## src/rtl/alu_pkg.sv

```systemverilog
// rtl/alu_pkg.sv - shared op codes, FSM state type and default widths for alu_seq
//    Optional feature macro: ALU_DIV_EN (enables DIVU in alu_iter/alu_seq)
package alu_pkg;

   localparam int CTRL_W_DEF = 4;

   localparam logic [3:0] OP_AND  = 4'b0000;
   localparam logic [3:0] OP_OR   = 4'b0001;
   localparam logic [3:0] OP_ADD  = 4'b0010;
   localparam logic [3:0] OP_XOR  = 4'b0011;
   localparam logic [3:0] OP_NOR  = 4'b0100;
   localparam logic [3:0] OP_SLTU = 4'b0101;
   localparam logic [3:0] OP_SUB  = 4'b0110;
   localparam logic [3:0] OP_SLT  = 4'b0111;
   localparam logic [3:0] OP_MULU = 4'b1000;
   localparam logic [3:0] OP_DIVU = 4'b1001;

   typedef enum logic [1:0] {
      IDLE = 2'd0,
      RUN  = 2'd1,
      DONE = 2'd2
   } state_e;

endpackage

```

## src/rtl/alu_seq_if.sv

```systemverilog
// rtl/alu_seq_if.sv - start/done request bus between execute-stage control and alu_seq
//    master: Start, SrcA, SrcB, Control out; Busy, Done, Result, Hi, Zero, DivZero in
//    slave : mirror of master
interface alu_seq_if #(
   parameter int WIDTH  = 32,
   parameter int CTRL_W = 4
);
   logic              Start;
   logic [WIDTH-1:0]  SrcA;
   logic [WIDTH-1:0]  SrcB;
   logic [CTRL_W-1:0] Control;
   logic              Busy;
   logic              Done;
   logic [WIDTH-1:0]  Result;
   logic [WIDTH-1:0]  Hi;
   logic              Zero;
   logic              DivZero;

   modport master (
      output Start, SrcA, SrcB, Control,
      input  Busy, Done, Result, Hi, Zero, DivZero
   );

   modport slave (
      input  Start, SrcA, SrcB, Control,
      output Busy, Done, Result, Hi, Zero, DivZero
   );
endinterface

```

## src/rtl/alu_iter.sv

```systemverilog
// rtl/alu_iter.sv - one-bit-per-cycle shift-add multiplier and (ALU_DIV_EN) restoring divider
//    clk, reset    : clock, synchronous active-high reset
//    start_i       : load operands, counter = WIDTH-1
//    op_div_i      : (ALU_DIV_EN only) 1 = DIVU, 0 = MULU
//    a_i, b_i      : operands
//    last_o        : current cycle performs the final step
//    lo_o, hi_o    : values after the current step (product lo/hi, quotient/remainder)
module alu_iter #(
   parameter int WIDTH = 32
) (
   input  logic             clk,
   input  logic             reset,
   input  logic             start_i,
`ifdef ALU_DIV_EN
   input  logic             op_div_i,
`endif
   input  logic [WIDTH-1:0] a_i,
   input  logic [WIDTH-1:0] b_i,
   output logic             last_o,
   output logic [WIDTH-1:0] lo_o,
   output logic [WIDTH-1:0] hi_o
);
   localparam int CW = $clog2(WIDTH);

   // hi_q is the product high word / partial remainder; lo_q holds the
   // multiplier being shifted out (product low bits shift in) or the
   // dividend being shifted out (quotient bits shift in).
   logic [WIDTH-1:0] lo_q, lo_d, hi_q, hi_d, b_q, b_d;
   logic [CW-1:0]    cnt_q, cnt_d;
   logic             run_q, run_d;
   logic [WIDTH-1:0] step_lo, step_hi;
   logic [WIDTH:0]   mul_sum;

   always_comb begin
      mul_sum = {1'b0, hi_q} + (lo_q[0] ? {1'b0, b_q} : '0);
      step_lo = {mul_sum[0], lo_q[WIDTH-1:1]};
      step_hi = mul_sum[WIDTH:1];
   end

`ifdef ALU_DIV_EN
   logic             div_q, div_d;
   logic [WIDTH:0]   div_shl, div_diff;
   logic [WIDTH-1:0] div_lo, div_hi;

   // Zero divisor never borrows, so the quotient fills with ones and the
   // remainder ends up holding the dividend.
   always_comb begin
      div_shl  = {hi_q, lo_q[WIDTH-1]};
      div_diff = div_shl - {1'b0, b_q};
      if (!div_diff[WIDTH]) begin
         div_hi = div_diff[WIDTH-1:0];
         div_lo = {lo_q[WIDTH-2:0], 1'b1};
      end else begin
         div_hi = div_shl[WIDTH-1:0];
         div_lo = {lo_q[WIDTH-2:0], 1'b0};
      end
   end

   assign lo_o = div_q ? div_lo : step_lo;
   assign hi_o = div_q ? div_hi : step_hi;
`else
   assign lo_o = step_lo;
   assign hi_o = step_hi;
`endif

   assign last_o = run_q && (cnt_q == '0);

   always_comb begin
      lo_d  = lo_q;
      hi_d  = hi_q;
      b_d   = b_q;
      cnt_d = cnt_q;
      run_d = run_q;
`ifdef ALU_DIV_EN
      div_d = div_q;
`endif
      if (start_i) begin
         lo_d  = a_i;
         hi_d  = '0;
         b_d   = b_i;
         cnt_d = CW'(WIDTH - 1);
         run_d = 1'b1;
`ifdef ALU_DIV_EN
         div_d = op_div_i;
`endif
      end else if (run_q) begin
         lo_d  = lo_o;
         hi_d  = hi_o;
         cnt_d = cnt_q - 1'b1;
         if (cnt_q == '0) run_d = 1'b0;
      end
   end

   always_ff @(posedge clk) begin
      if (reset) begin
         lo_q  <= '0;
         hi_q  <= '0;
         b_q   <= '0;
         cnt_q <= '0;
         run_q <= 1'b0;
`ifdef ALU_DIV_EN
         div_q <= 1'b0;
`endif
      end else begin
         lo_q  <= lo_d;
         hi_q  <= hi_d;
         b_q   <= b_d;
         cnt_q <= cnt_d;
         run_q <= run_d;
`ifdef ALU_DIV_EN
         div_q <= div_d;
`endif
      end
   end
endmodule

```

## src/rtl/alu_seq.sv

```systemverilog
// rtl/alu_seq.sv - multi-cycle execute-stage ALU with start/done handshake
//    clk, reset : clock, synchronous active-high reset
//    bus        : alu_seq_if.slave (Start/SrcA/SrcB/Control in; Busy/Done/Result/Hi/Zero/DivZero out)
//    Optional feature macro: ALU_DIV_EN (DIVU support; otherwise DIVU is an unsupported code)
module alu_seq
   import alu_pkg::*;
#(
   parameter int WIDTH  = 32,
   parameter int CTRL_W = CTRL_W_DEF
) (
   input  logic      clk,
   input  logic      reset,
   alu_seq_if.slave  bus
);
   state_e           state_q, state_d;
   logic [WIDTH-1:0] result_q, result_d, hi_q, hi_d;
   logic             zero_q, zero_d, divz_q, divz_d;
   logic             run_div_q, run_div_d, bz_q, bz_d;

   logic [WIDTH-1:0] sc_res;
   logic             is_mul, is_div, is_iter, accept;
   logic             iter_last;
   logic [WIDTH-1:0] iter_lo, iter_hi;

   assign is_mul = (bus.Control == CTRL_W'(OP_MULU));
`ifdef ALU_DIV_EN
   assign is_div = (bus.Control == CTRL_W'(OP_DIVU));
`else
   assign is_div = 1'b0;
`endif
   assign is_iter = is_mul || is_div;
   assign accept  = bus.Start && (state_q != RUN);

   // Unsupported codes (and DIVU without the divider) fall through to 0.
   always_comb begin
      sc_res = '0;
      case (bus.Control)
         CTRL_W'(OP_AND):  sc_res = bus.SrcA & bus.SrcB;
         CTRL_W'(OP_OR):   sc_res = bus.SrcA | bus.SrcB;
         CTRL_W'(OP_ADD):  sc_res = bus.SrcA + bus.SrcB;
         CTRL_W'(OP_XOR):  sc_res = bus.SrcA ^ bus.SrcB;
         CTRL_W'(OP_NOR):  sc_res = ~(bus.SrcA | bus.SrcB);
         CTRL_W'(OP_SLTU): sc_res = WIDTH'(bus.SrcA < bus.SrcB);
         CTRL_W'(OP_SUB):  sc_res = bus.SrcA - bus.SrcB;
         CTRL_W'(OP_SLT):  sc_res = WIDTH'($signed(bus.SrcA) < $signed(bus.SrcB));
         default:          sc_res = '0;
      endcase
   end

   alu_iter #(.WIDTH(WIDTH)) u_iter (
      .clk      (clk),
      .reset    (reset),
      .start_i  (accept && is_iter),
`ifdef ALU_DIV_EN
      .op_div_i (is_div),
`endif
      .a_i      (bus.SrcA),
      .b_i      (bus.SrcB),
      .last_o   (iter_last),
      .lo_o     (iter_lo),
      .hi_o     (iter_hi)
   );

   always_comb begin
      state_d   = state_q;
      result_d  = result_q;
      hi_d      = hi_q;
      zero_d    = zero_q;
      divz_d    = divz_q;
      run_div_d = run_div_q;
      bz_d      = bz_q;
      case (state_q)
         IDLE, DONE: begin
            if (accept) begin
               if (is_iter) begin
                  state_d   = RUN;
                  run_div_d = is_div;
                  bz_d      = (bus.SrcB == '0);
               end else begin
                  state_d  = DONE;
                  result_d = sc_res;
                  hi_d     = '0;
                  zero_d   = (sc_res == '0);
                  divz_d   = 1'b0;
               end
            end else begin
               state_d = IDLE;
            end
         end
         RUN: begin
            if (iter_last) begin
               state_d  = DONE;
               result_d = iter_lo;
               hi_d     = iter_hi;
               zero_d   = (iter_lo == '0);
               divz_d   = run_div_q && bz_q;
            end
         end
         default: state_d = IDLE;
      endcase
   end

   always_ff @(posedge clk) begin
      if (reset) begin
         state_q   <= IDLE;
         result_q  <= '0;
         hi_q      <= '0;
         zero_q    <= 1'b0;
         divz_q    <= 1'b0;
         run_div_q <= 1'b0;
         bz_q      <= 1'b0;
      end else begin
         state_q   <= state_d;
         result_q  <= result_d;
         hi_q      <= hi_d;
         zero_q    <= zero_d;
         divz_q    <= divz_d;
         run_div_q <= run_div_d;
         bz_q      <= bz_d;
      end
   end

   assign bus.Busy    = (state_q == RUN);
   assign bus.Done    = (state_q == DONE);
   assign bus.Result  = result_q;
   assign bus.Hi      = hi_q;
   assign bus.Zero    = zero_q;
   assign bus.DivZero = divz_q;
endmodule
```

## src/flat_wrapper.sv

```systemverilog
// flat-port wrapper written by rule: the top's interface ports become plain ports
module alu_seq_flat import alu_pkg::*;
#(
   parameter int WIDTH  = 32,
   parameter int CTRL_W = CTRL_W_DEF
)
  (clk, reset, bus_Start, bus_SrcA, bus_SrcB, bus_Control, bus_Busy, bus_Done, bus_Result, bus_Hi, bus_Zero, bus_DivZero);
  alu_seq_if #(.WIDTH(WIDTH), .CTRL_W(CTRL_W)) bus_i ();
  input  logic clk;
  input  logic reset;
  input wire logic [$bits(bus_i.Start)-1:0] bus_Start;
  input wire logic [$bits(bus_i.SrcA)-1:0] bus_SrcA;
  input wire logic [$bits(bus_i.SrcB)-1:0] bus_SrcB;
  input wire logic [$bits(bus_i.Control)-1:0] bus_Control;
  output wire logic [$bits(bus_i.Busy)-1:0] bus_Busy;
  output wire logic [$bits(bus_i.Done)-1:0] bus_Done;
  output wire logic [$bits(bus_i.Result)-1:0] bus_Result;
  output wire logic [$bits(bus_i.Hi)-1:0] bus_Hi;
  output wire logic [$bits(bus_i.Zero)-1:0] bus_Zero;
  output wire logic [$bits(bus_i.DivZero)-1:0] bus_DivZero;
  assign bus_i.Start = bus_Start;
  assign bus_i.SrcA = bus_SrcA;
  assign bus_i.SrcB = bus_SrcB;
  assign bus_i.Control = bus_Control;
  assign bus_Busy = bus_i.Busy;
  assign bus_Done = bus_i.Done;
  assign bus_Result = bus_i.Result;
  assign bus_Hi = bus_i.Hi;
  assign bus_Zero = bus_i.Zero;
  assign bus_DivZero = bus_i.DivZero;
  alu_seq #(.WIDTH(WIDTH), .CTRL_W(CTRL_W)) u_core (.clk(clk), .reset(reset), .bus(bus_i));
endmodule
```

## config.mk

```make
export PLATFORM = sky130hd
export DESIGN_NAME = alu_seq_flat
export DESIGN_NICKNAME = d
export VERILOG_FILES = /design/src/rtl/alu_pkg.sv /design/src/rtl/alu_seq_if.sv /design/src/rtl/alu_iter.sv /design/src/rtl/alu_seq.sv /design/src/flat_wrapper.sv
export SDC_FILE = /design/constraint.sdc
export NUM_CORES = 1
export LEC_CHECK = 0
export ABC_AREA = 1
export BUFFER_PORTS_ARGS = -buffer_cell sky130_fd_sc_hd__buf_2
export CAP_MARGIN = 20
export CORE_MARGIN = 2
export CORE_UTILIZATION = 25
export CTS_CLUSTER_DIAMETER = 40
export DETAILED_ROUTE_END_ITERATION = 8
export HOLD_SLACK_MARGIN = 0.06
export SLEW_MARGIN = 25
export SYNTH_ARGS = -nofsm -noshare
export SYNTH_HDL_FRONTEND = slang
export SYNTH_HIERARCHICAL = 1
export SYNTH_SLANG_ARGS = --single-unit
```

## constraint.sdc

```tcl
create_clock -name clk -period 7.4 [get_ports clk]
set_input_delay 2.22 -clock clk [delete_from_list [all_inputs] [get_ports clk]]
set_output_delay 2.22 -clock clk [all_outputs]
set_load 0.01 [all_outputs]
```

==> flow_summary.json <==
{
  "overflow": 0,
  "cp.arrival_ps": 5220,
  "drv_cap": 0,
  "use_met1_pct": 27.3,
  "synthesis.nets": 3155,
  "netlist_instances": 2948,
  "synth_enable_flop_cells": 0,
  "busiest_layer": "met2",
  "drt_wl_total_mm": 67.9,
  "async_flop_share_pct": 0,
  "boundaryPins": 139,
  "initial_utilization_pct": 25.3,
  "rows": 95,
  "pre_cts_ws_ps": 2200,
  "drtIter0Drc": 1994,
  "dpl.hpwl_mm": 54.4,
  "yosys-top-cells-area": "dfxtp_1 20%, nand2_1 18%, inv_1 12%",
  "num_vias": 18691,
  "core_sq_mm": 0.0672,
  "cts_tree": "yes",
  "drc": 0,
  "power_mw": 2.62,
  "p_per_area_mw_per_mm2": 140,
  "clockRootBuffer": "clkbuf_16",
  "synth_top_area_share_pct": 19.9,
  "viasPerCell": 4.83,
  "seqCellArea_sq_mm": 0.00338,
  "portBuffers": 137,
  "cts_hold_buf": 0,
  "synthDistinctLibCells": 45,
  "drive_gt1_share_pct": 10.5,
  "ys_ff_latch": 169,
  "cts_setup_buffers": 0,
  "critPathMaxFanout": 4,
  "place_congestion": 1.01,
  "grt_pass1_vias": 17033,
  "finClkSkew_ps": 17.7,
  "fin_ws_ps": 2510,
  "path_clk_slew_ps": 90,
  "hp-class": "flip-flop to flip-flop",
  "end_kind": "flip-flop",
  "nets": 3184,
  "cts.repair.resized": 0,
  "cts_made_buffers": 17,
  "multi_input_comb_area_sq_mm": 0.0106,
  "synthFlopType": "dfxtp_1",
  "grt_max_degree": 73,
  "syn2layout_area_growth_pct": 10.3,
  "use_met3_pct": 4.77,
  "rsz0062_at_grt": "false",
  "grt_pass1_wl_mm": 102,
  "dieArea_sq_mm": 0.0700,
  "fill_cells": 7591,
  "max_slew.worst_pin.slew_ps": 1240,
  "worstPathRequired_ps": 7730,
  "timing_max_transition_violations_final": 0,
  "die_h_um": 265,
  "wire_per_inst_um": 17.6,
  "htreeDepth": 4,
  "fin_setup_tns_ps": 0,
  "clkSinkCount": 169,
  "grt_use_met2_pct": 27.6,
  "syn_avg_cell_area_sq_um": 5.76,
  "power_leakage_nw": 10.2,
  "syn_area_sq_mm": 0.0170,
  "synth.yosys.warnings": 6,
  "grt_use_total_pct": 18.9,
  "finalSetupViolCount": 0,
  "slew_headroom_pct": 16.5,
  "hold_viol_final": 0,
  "max_freq_mhz": 204,
  "ir_drop_v": 0.000125,
  "die_width_um": 265,
  "post-route-period-util_pct": 66.1,
  "status": "completed",
  "drtAntennaViolNets": 0,
  "first_pass_iters": 6,
  "seq_area_frac_synth_pct": 19.9,
  "utilization_pct": 27.9,
  "min_period_ps": 4890,
  "antenna_found_initial": 15,
  "clockBufferDepth": 2,
  "synth_largest_area_cell": "dfxtp_1",
  "path_class": "input pin to flip-flop",
  "insertion_delay_ps": 460,
  "start_kind": "input pin"
}
## layout by cell type (no fill, tap or decap), types with 4 or more instances in the layout
master / n
a21oi_1: 97
nand3_2: 10
and2_1: 4
inv_6: 4
o22ai_1: 18
nor3_2: 7
buf_4: 15
a21oi_2: 6
nor3_1: 34
clkinv_8: 6
nor2_1: 320
nand2_2: 29
o21ai_1: 20
nand3_1: 263
o21ai_0: 146
xor2_1: 11
clkinv_1: 6
a211oi_1: 10
o211ai_1: 5
nor2_4: 8
dfxtp_1: 168
nand2_1: 794
o21bai_1: 8
nor2_2: 27
nand4_1: 27
o221ai_1: 8
inv_1: 539
nand2_4: 4
a31oi_1: 8
ha_1: 133
buf_2: 137
inv_2: 32
a221oi_1: 37
nor4_1: 7
diode_2: 6
clkbuf_16: 17
## cell type report
class	instances	share of cell area, %
multi-input cells	2060	56.8
flip-flops and latches	169	18.1
inverters	577	11.6
well taps	873	5.83
repair buffers	152	4.26
clock buffers	17	2.27
clock inverters	15	1.14
diodes	6	0.0802
## report_power, final
group | internal, mW | switching (mW)
Sequential | 0.929 | 0.0162
Combinational | 0.194 | 0.515
Clock | 0.496 | 0.473
## routing by layer
layer / part of all wire, % / routed length [um] / vias up
met5: 0.11 / 73 / -
met4: 2.5 / 1690 / 12
met3: 11 / 7220 / 113
met1: 47 / 31600 / 8482
li1: - / - / 9236
met2: 40 / 27400 / 848
## flip-flops by register name, indices dropped and copies added (netlist names)
register	count
u_core/bus.Hi	32
u_core/bus.Result	32
u_core/u_iter/b_q	32
u_core/u_iter/hi_q	32
u_core/u_iter/lo_q	32
u_core/u_iter/cnt_q	5
u_core/state_q	2
u_core/bus.Zero	1
u_core/u_iter/run_q	1
## synthesized netlist by cell type (18+ instances only)
cell and count:
nand2_1 794, inv_1 540, nor2_1 323, nand3_1 263, dfxtp_1 169, o21ai_0 146, ha_1 133, a21oi_1 97
buf_4 58, clkbuf_1 49, a221oi_1 37, nor3_1 34, inv_2 32, nand2_2 29, nor2_2 28, nand4_1 27
buf_2 26, o21ai_1 20, o22ai_1 18
## logic make-up (layout without fill, tap and decap cells)
family,count (synthesis),in the layout,synth area share [%]
DFF,169,169,19.9
adders and majority gates,136,136,10.2
other,1,7,0.0221
and+or+nand+nor,1539,1539,38.7
AOI/OAI and AO/OA,368,368,12.7
xor gates and xnor gates,16,16,0.914
buffers and inverters,719,761,17.6
## worst paths after layout
kind	slack [ps]	from	cells past startpoint	endpoint
worst min-delay path	460	u_core/bus.Hi[5]	2	u_core/bus.Hi[5]
worst max register to register	3080	u_core/state_q[0]	11	u_core/u_iter/lo_q[7]
worst max-delay path	2510	bus_SrcB[0]	14	u_core/bus.Result[16]
worst min register to register	460	u_core/bus.Hi[5]	2	u_core/bus.Hi[5]
## critical path, stage by stage
cell     delay (ps)
buf_2           130
ha_1            280
inv_1            80
fa_1            380
inv_1           170
nand3_1         120
nand3_1         290
nand2_1         120
nand2_1         190
nand2_1         130
a21oi_1         150
o21ai_0         170
nor3_1          650
o21ai_1         130
## through the flow
step / cell area (sq um) / hold WS (ps) / cells
global placement: 18100 / 453 / 3831
detailed placement: 18100 / 452 / 3831
finish: 18700 / 462 / 3869
CTS: 18700 / 464 / 3863
global route: 18700 / 476 / 3864
floorplan: 17000 / 442 / 2948
No activity file was read; power rests on OpenSTA's default activity.
